<file path="src/rtl/nt_display_pkg.sv">
// Shared text-terminal display parameters and the row-fetch FSM state type.
// Pure declarations: no timing or flow-control behaviour.
package nt_display_pkg;
   localparam int CORDW   = 32;
   localparam int V_RES   = 480;
   localparam int COLS    = 80;
   localparam int ROWS    = 30;
   localparam int CHAR_H  = 16;
   localparam int CHARW   = 8;
   localparam int ADDRW   = 12;
   localparam int COLW    = 7;
   localparam int CH_LOG2 = $clog2(CHAR_H);

   typedef enum logic [1:0] {IDLE, FETCH, DRAIN} fsm_t;
endpackage

</file>
<file path="src/rtl/line_buf_dp.sv">
// Two-half character line buffer: one write port, one read port.
// Read data is registered (1-cycle latency); no backpressure on either port.
module line_buf_dp
   import nt_display_pkg::*;
(
   input  logic             clk_pix,
   input  logic             rst_pix_n,
   input  logic             i_we,
   input  logic             i_wsel,
   input  logic [COLW-1:0]  i_wcol,
   input  logic [CHARW-1:0] i_wdat,
   input  logic             i_rsel,
   input  logic [COLW-1:0]  i_rcol,
   output logic [CHARW-1:0] o_rdat
);
   localparam int LBW = $clog2(2*COLS);

   logic [CHARW-1:0] r_mem [0:2*COLS-1];
   logic [LBW-1:0]   w_waddr;
   logic [LBW-1:0]   w_raddr;
   logic             w_rcol_ok;

   // Half select picks the upper or lower COLS entries.
   assign w_waddr   = i_wsel ? LBW'(COLS) + LBW'(i_wcol) : LBW'(i_wcol);
   assign w_raddr   = i_rsel ? LBW'(COLS) + LBW'(i_rcol) : LBW'(i_rcol);
   assign w_rcol_ok = (i_rcol < COLW'(COLS));

   always_ff @(posedge clk_pix) begin
      if (i_we) r_mem[w_waddr] <= i_wdat;
   end

   always_ff @(posedge clk_pix or negedge rst_pix_n) begin
      if (!rst_pix_n) o_rdat <= '0;
      else            o_rdat <= w_rcol_ok ? r_mem[w_raddr] : '0;
   end
endmodule

</file>
<file path="src/rtl/text_row_fetcher.sv">
// Row-ahead scheduler sharing one text RAM between scanout prefetch and host writes.
// A row fetch takes COLS+1 cycles; host writes stall (wr_ready=0) while a fetch owns the RAM.
module text_row_fetcher
   import nt_display_pkg::*;
(
   input  logic                    clk_pix,
   input  logic                    rst_pix_n,
   input  logic                    line,
   input  logic signed [CORDW-1:0] sy,
   input  logic                    wr_valid,
   output logic                    wr_ready,
   input  logic [ADDRW-1:0]        wr_addr,
   input  logic [CHARW-1:0]        wr_data,
   output logic                    ram_en,
   output logic                    ram_we,
   output logic [ADDRW-1:0]        ram_addr,
   output logic [CHARW-1:0]        ram_wdata,
   input  logic [CHARW-1:0]        ram_rdata,
   input  logic [COLW-1:0]         lb_col,
   output logic [CHARW-1:0]        lb_char,
   output logic                    busy,
   output logic                    err_underrun
);
   fsm_t                    r_state, w_next;
   logic                    r_front, r_pending, r_run, r_cap_vld;
   logic [COLW-1:0]         r_col, r_cap_col;
   logic [ADDRW-1:0]        r_base;
   logic signed [CORDW-1:0] w_n;
   logic                    w_trig, w_first, w_busy, w_swap, w_last, w_wr_acc, w_fetch;

   assign w_n     = sy + CORDW'(1);
   assign w_trig  = line && (w_n >= 0) && (w_n <= CORDW'(V_RES-1)) && (w_n[CH_LOG2-1:0] == '0);
   assign w_first = (w_n == '0);
   assign w_busy  = (r_state != IDLE);
   assign w_swap  = line && (r_pending || w_busy);
   assign w_last  = (r_col == COLW'(COLS-1));
   assign w_fetch = (r_state == FETCH);

   always_comb begin
      w_next = r_state;
      case (r_state)
         IDLE:    w_next = IDLE;
         FETCH:   if (w_last) w_next = DRAIN;
         DRAIN:   w_next = IDLE;
         default: w_next = IDLE;
      endcase
      if (w_swap && w_busy) w_next = IDLE;
      // A fresh trigger restarts the fetch into the half that just became back.
      if (w_trig) w_next = FETCH;
   end

   // r_run keeps wr_ready low while reset is asserted.
   always_comb begin
      wr_ready  = r_run && (r_state == IDLE) && !w_trig;
      w_wr_acc  = wr_valid && wr_ready;
      ram_en    = w_fetch || w_wr_acc;
      ram_we    = w_wr_acc;
      ram_addr  = '0;
      ram_wdata = '0;
      if (w_fetch) begin
         ram_addr = r_base + ADDRW'(r_col);
      end else if (w_wr_acc) begin
         ram_addr  = wr_addr;
         ram_wdata = wr_data;
      end
   end

   assign busy         = w_busy;
   assign err_underrun = w_swap && w_busy;

   always_ff @(posedge clk_pix or negedge rst_pix_n) begin
      if (!rst_pix_n) begin
         r_state   <= IDLE;
         r_front   <= 1'b0;
         r_pending <= 1'b0;
         r_run     <= 1'b0;
         r_col     <= '0;
         r_base    <= '0;
         r_cap_vld <= 1'b0;
         r_cap_col <= '0;
      end else begin
         r_state <= w_next;
         r_run   <= 1'b1;
         if (w_swap) begin
            r_front   <= ~r_front;
            r_pending <= 1'b0;
         end else if (r_state == DRAIN) begin
            r_pending <= 1'b1;
         end
         if (w_trig) begin
            r_col  <= '0;
            r_base <= w_first ? '0 : r_base + ADDRW'(COLS);
         end else if (w_fetch) begin
            r_col <= r_col + 1'b1;
         end
         // Data returning after an abort belongs to a dropped row; never let it land.
         r_cap_vld <= w_fetch && !w_swap;
         r_cap_col <= r_col;
      end
   end

   line_buf_dp u_line_buf (
      .clk_pix   (clk_pix),
      .rst_pix_n (rst_pix_n),
      .i_we      (r_cap_vld && !w_swap),
      .i_wsel    (~r_front),
      .i_wcol    (r_cap_col),
      .i_wdat    (ram_rdata),
      .i_rsel    (r_front),
      .i_rcol    (lb_col),
      .o_rdat    (lb_char)
   );
endmodule

</file>
<file path="config.mk">
export PLATFORM = sky130hd
export DESIGN_NAME = text_row_fetcher
export DESIGN_NICKNAME = d
export VERILOG_FILES = /design/src/rtl/nt_display_pkg.sv /design/src/rtl/line_buf_dp.sv /design/src/rtl/text_row_fetcher.sv
export SDC_FILE = /design/constraint.sdc
export NUM_CORES = 1
export LEC_CHECK = 0
export BUFFER_PORTS_ARGS = -buffer_cell sky130_fd_sc_hd__clkbuf_2
export CAP_MARGIN = 10
export CORE_MARGIN = 2
export CORE_UTILIZATION = 55
export CTS_BUF_LIST = sky130_fd_sc_hd__clkbuf_2
export CTS_CLUSTER_SIZE = 20
export DETAILED_ROUTE_END_ITERATION = 16
export GPL_ROUTABILITY_DRIVEN = 0
export GPL_TIMING_DRIVEN = 0
export PLACE_DENSITY = 0.71
export SLEW_MARGIN = 30
export SYNTH_ARGS = -nofsm -noshare
export SYNTH_HDL_FRONTEND = slang
export SYNTH_HIERARCHICAL = 1
export SYNTH_SLANG_ARGS = --single-unit
export TNS_END_PERCENT = 5
</file>
<file path="constraint.sdc">
create_clock -name clk_pix -period 10.1 [get_ports clk_pix]
set_input_delay 2.525 -clock clk_pix [delete_from_list [all_inputs] [get_ports clk_pix]]
set_output_delay 2.525 -clock clk_pix [all_outputs]
set_load 0.05 [all_outputs]
</file>
==> results of run 1 <==
-- sequential cells by signal, indices dropped and copies added, names as in the netlist --
name and flops:
r_front 1, r_run 1, r_cap_col 7, r_pending 1, r_base 8, r_cap_vld 1
r_state 2, u_line_buf/o_rdat 8, u_line_buf/r_mem 1280, r_col 7
-- report_power, final --
group | total, W | switching (W) | internal [W]
Combinational | 0.000682 | 0.000464 | 0.000219
Clock | 0.00326 | 0.00198 | 0.00128
Sequential | 0.00600 | 0.0000104 | 0.00598
-- placed cells by master (no fill, tap or decap), types with 25 or more instances in the layout --
cell type / n
a221oi_1: 25
a211oi_1: 32
clkbuf_1: 64
nor2_1: 194
a22oi_1: 112
a21oi_1: 75
nand2_1: 46
mux4_2: 256
nor3_1: 27
buf_2: 46
nor2b_1: 28
mux2i_1: 149
clkbuf_2: 561
edfxtp_1: 1280
dfrtp_1: 36
clkinv_1: 57
-- worst max-delay path: cells and delay by family --
kind,cells,cell delay (ns)
simple gates,5,1.49
xor+xnor,1,0.22
compound gates,2,0.42
buf+inv,4,0.67
-- metrics by stage --
| step | power, W | hold slack (ns) | utilization (%) |
|---|---|---|---|
| 6_report | 0.00994 | 0.483 | 60.7 |
| 5_1_grt | 0.0103 | 0.497 | 60.7 |
| 4_1_cts | 0.0100 | 0.483 | 60.7 |
| 3_5_place_dp | 0.00679 | 0.456 | 57.8 |
| 3_3_place_gp | 0.00677 | 0.469 | 57.4 |
| 2_1_floorplan | 0.00648 | 0.416 | - |
-- path summary, 6_finish.rpt --
path                                                 to  slack [ns]        from
worst min-delay path                       r_cap_col[1]        0.48    r_col[1]
max in group asynchronous                      r_col[0]        8.55   rst_pix_n
worst min register to register             r_cap_col[1]        0.48    r_col[1]
worst max-delay path                        ram_addr[5]        2.24       sy[7]
worst max register to register  u_line_buf/r_mem[67][4]        6.04  r_state[1]
min in group asynchronous          u_line_buf/o_rdat[0]        1.08   rst_pix_n
-- kinds of logic after synthesis --
| logic type | synth area share [%] |
|---|---|
| compound gates | 4.69 |
| fa+ha+maj | 0.168 |
| flops | 75.4 |
| simple gates | 3.68 |
| xor+xnor | 0.386 |
| other cells | 0.00718 |
| buf+inv | 1.79 |
| mux | 13.9 |
-- routing by layer --
metal | GRT usage [%] | vias up | wire, um
met3 | 6.76 | 245 | 14600
met5 | 0 | - | 46
met4 | 11.2 | 6 | 4750
met1 | 36.7 | 14600 | 48600
li1 | - | 12100 | -
met2 | 41.4 | 1848 | 61600
-- layout make-up --
cell class              count  area [um^2]
flip-flops and latches   1316        39300
fillers                  6796        37200
repair buffers            113          847
well taps                1265         1580
multi-input cells        1180        12000
diodes                      3         7.51
inverters                  20         75.1
clock buffers             468         2340
clock inverters            76          355
plain buffers             153          857
==> flow_metrics.env, run 1 <==
export IMPL_outcome="finished, final reports clean"
export IMPL_holdCritPathClass="flip-flop to flip-flop"
export IMPL_fp_dieH_um=312
export IMPL_synth_fp_nets=2747
export IMPL_drive_above_1_share_pct=29.6
export IMPL_powerDensity_nw_per_um2=173
export IMPL_start_kind="primary input"
export IMPL_synth_edf_count=1280
export IMPL_place_hpwl_um=83400
export IMPL_synth_top_area_share_pct=73.6
export IMPL_synth_seq_cells=1316
export IMPL_clkTransAtPathRegs_ns=0.10
export IMPL_synthCells=2669
export IMPL_finClkSkew_ns=0.123
export IMPL_ys_types=70
export IMPL_avgSynthCellArea_um2=19.6
export IMPL_clockBufferDepth=4
export IMPL_cts_setup_buffers=0
export IMPL_max_stage_delay_ns=0.40
export IMPL_min_period_over_period_pct=77.8
export IMPL_hold_viol=0
export IMPL_wirelength_um=130000
export IMPL_clock_sinks=1316
export IMPL_detail_route_vias_per_cell=6.27
export IMPL_rsz0062_at_grt="no"
export IMPL_max_slew_margin_pct=22.4
export IMPL_wire_per_inst_um=28.2
export IMPL_cp_required_ns=7.58
export IMPL_dpl_instance_area_um2=54700
export IMPL_synthTopCellsByArea="edfxtp_1 (74%), mux4_2 (11%), mux2i_1 (2.9%)"
export IMPL_drc=0
export IMPL_place_inst=4046
export IMPL_grt_usage_pct=26.7
export IMPL_first_iter_violations=3601
export IMPL_start_util_pct=55.2
export IMPL_yosysTopAreaCell="edfxtp_1"
export IMPL_ant_nets=0
export IMPL_final_nets=3187
export IMPL_p_leak_nw=18.9
export IMPL_cp_cell_sequence="clkbuf_2 -> nand3_1 -> or3_1 -> buf_2 -> nor4_1 -> xnor2_1 -> nand4b_4 -> nor4b_2 -> a21oi_2 -> buf_6 -> a32o_1 -> clkbuf_2"
export IMPL_synth_flop_cell="edfxtp_1"
export IMPL_holdBufCountCts=0
export IMPL_rows=113
export IMPL_htreeDepth=5
export IMPL_ir_worst_vdd_v=0.000106
export IMPL_cap_violations=0
export IMPL_worst_path_max_fanout=10
export IMPL_setup_tns_final_ns=0
export IMPL_synth_seq_area_share_pct=75.4
export IMPL_finalMaxSlewViolations=0
export IMPL_syn2layout_area_growth_pct=9.99
export IMPL_end_kind="output pin"
export IMPL_cts_buffers_inserted=325
export IMPL_finalCriticalPeriod_ns=7.86
export IMPL_final_area_um2=57400
export IMPL_yosys_warnings=6
export IMPL_grt_start_max_net_pins=105
export IMPL_ios=104
export IMPL_synthTopCellsByCount="edfxtp_1 (1280), mux4_2 (256), nor2_1 (194)"
export IMPL_cp_slowest_cell="or3_1"
export IMPL_overflow=0
export IMPL_cpMostUsedCell="clkbuf_2"
export IMPL_syn_area_um2=52200
export IMPL_chipWidth_um=312
export IMPL_hold_path_depth=0
export IMPL_cts_resized=0
export IMPL_rr_worst_depth=7
export IMPL_core_um2=94600
export IMPL_setup_ws_ns=2.24
export IMPL_worst_slew_pin_slew_ns=1.15
export IMPL_grt_pass1_wl_um=188000
export IMPL_vias=28800
export IMPL_antenna_found_initial=5
export IMPL_setup_violations=0
export IMPL_die_area_um2=97400
export IMPL_crit_arrival_ns=5.33
export IMPL_first_global_vias=29300
export IMPL_fmax_mhz=127
export IMPL_finalNonFillerCells=4594
export IMPL_dp_slack_ns=2.23
export IMPL_cts_root_buf="clkbuf_2"
export IMPL_clock_latency_ns=1.49
export IMPL_synthArstFlopShare_pct=2.74
export IMPL_cts_tree="built"
export IMPL_yosysMostFrequentCell="edfxtp_1"
export IMPL_drtPass1Iterations=7
export IMPL_io_buffers=102
export IMPL_criticalPathCategory="primary input to output pin"
Note: power is estimated with default switching activity, not from simulation.
==> run 2, diff against run 1 <==
PLACE_DENSITY = 0.74   (was 0.71)
clock period = 6.59 ns   (was 10.1 ns; I/O delays follow)
==> flow_metrics.env, run 2 (synthesized netlist as in run 1, its figures left out) <==
export IMPL_grt_pass1_wl_um=186000
export IMPL_worst_path_max_fanout=10
export IMPL_htreeDepth=5
export IMPL_drtPass1Iterations=8
export IMPL_start_util_pct=55.2
export IMPL_overflow=0
export IMPL_hold_viol=0
export IMPL_chipWidth_um=312
export IMPL_grt_start_max_net_pins=112
export IMPL_fp_dieH_um=312
export IMPL_crit_arrival_ns=4.57
export IMPL_start_kind="primary input"
export IMPL_top_register="u_line_buf/r_mem"
export IMPL_place_inst=4046
export IMPL_ff2ff_setup_slack_ns=2.51
export IMPL_r2r_start="r_state[1]"
export IMPL_finalCriticalPeriod_ns=6.21
export IMPL_min_from="line"
export IMPL_fmax_mhz=161
export IMPL_cp_required_ns=4.94
export IMPL_vias=29100
export IMPL_antenna_found_initial=5
export IMPL_ios=104
export IMPL_final_common_cell="edfxtp_1"
export IMPL_wirelength_um=128000
export IMPL_dpl_instance_area_um2=54700
export IMPL_final_area_um2=57400
export IMPL_clkTransAtPathRegs_ns=0.10
export IMPL_holdCritPathClass="primary input to flip-flop"
export IMPL_cts_resized=0
export IMPL_rsz0062_at_grt="no"
export IMPL_final_nets=3190
export IMPL_die_area_um2=97400
export IMPL_wire_per_inst_um=28.0
export IMPL_place_hpwl_um=82500
export IMPL_detail_route_vias_per_cell=6.35
export IMPL_largest_reg_flops=1280
export IMPL_hold_path_depth=2
export IMPL_clockBufferDepth=4
export IMPL_cts_tree="built"
export IMPL_setup_violations=0
export IMPL_cap_violations=0
export IMPL_fill_cells=6723
export IMPL_p_leak_nw=18.9
export IMPL_clock_sinks=1316
export IMPL_outcome="finished, final reports clean"
export IMPL_rows=113
export IMPL_finClkSkew_ns=0.183
export IMPL_whs_endpoint="r_pending"
export IMPL_finalMaxSlewViolations=0
export IMPL_grt_usage_pct=26.4
export IMPL_cts_buffers_inserted=327
export IMPL_first_global_vias=29500
export IMPL_end_kind="output pin"
export IMPL_timing_rr_end="u_line_buf/r_mem[19][4]"
export IMPL_first_iter_violations=3867
export IMPL_min_period_over_period_pct=94.3
export IMPL_ir_worst_vdd_v=0.000170
export IMPL_reg_top3="u_line_buf/r_mem x1280, r_base x8, u_line_buf/o_rdat x8"
export IMPL_layout_common_cells="edfxtp_1 (1280), clkbuf_2 (544), mux4_2 (256)"
export IMPL_fin_hold_ws_ns=0.385
export IMPL_io_buffers=102
export IMPL_holdBufCountCts=1
export IMPL_criticalPathCategory="primary input to output pin"
export IMPL_max_slew_margin_pct=24.5
export IMPL_rr_worst_depth=7
export IMPL_syn2layout_area_growth_pct=10.0
export IMPL_finalNonFillerCells=4585
export IMPL_p_total_w=0.0153
export IMPL_drc=0
export IMPL_clock_latency_ns=1.54
export IMPL_setup_tns_final_ns=0
export IMPL_powerDensity_nw_per_um2=266
export IMPL_cts_setup_buffers=0
export IMPL_cts_root_buf="clkbuf_2"
export IMPL_worst_slew_pin_slew_ns=1.12
export IMPL_ant_nets=0
export IMPL_core_um2=94600
export IMPL_drive_above_1_share_pct=29.4
==> run 2: how the worst max path moves through the flow <==
stage / slack [ns] / endpoint / start
global route: 0.23 / ram_addr[8] / sy[8]
detailed placement: 0.36 / ram_addr[8] / sy[8]
CTS: 0.35 / ram_addr[8] / sy[8]
global placement: 0.39 / ram_addr[8] / sy[8]
finish: 0.38 / ram_addr[8] / sy[8]
floorplan: 0.83 / ram_wdata[0] / sy[8]
==> run 2: final cells by class <==
class                      count  area (um^2)  share of cell area, %
clock inverter                85          459                  0.799
buffer                       153          857                   1.49
sequential                  1316        39300                   68.5
inverter                      20         75.1                  0.131
multi-input combinational   1180        12000                   20.9
antenna                        1         2.50                0.00436
clock buffer                 451         2260                   3.93
tap                         1265         1580                   2.76
timing repair buffer         114          860                   1.50
==> run 2: worst max-delay path, cell delays in order <==
cell and delay, ns:
clkbuf_2 0.08, nand3_1 0.22, or3_1 0.40, buf_2 0.19
nor4_1 0.33, xnor2_1 0.23, nand4b_4 0.16, nor4b_2 0.46
a21oi_2 0.16, buf_6 0.18, a32o_1 0.26, clkbuf_2 0.24
==> run 2: per-layer routing <==
layer	up-vias	part of all wire [%]	global-route usage [%]
met4	8	3.0	9.17
met5	-	0.043	0
met3	258	12	7.07
li1	12100	-	-
met1	14800	37	35.4
met2	1949	49	42.4
==> run 2: where the power goes <==
group,internal (W),switching (W)
clock network,0.00199,0.00304
registers,0.00917,0.0000177
logic,0.000337,0.000705
total,0.0115,0.00376
==> run 2: metrics by stage <==
stage,worst slack (ns),util [%]
floorplan,0.834,-
global placement,0.390,57.4
detailed placement,0.358,57.8
CTS,0.355,60.7
global route,0.226,60.7
finish,0.377,60.7
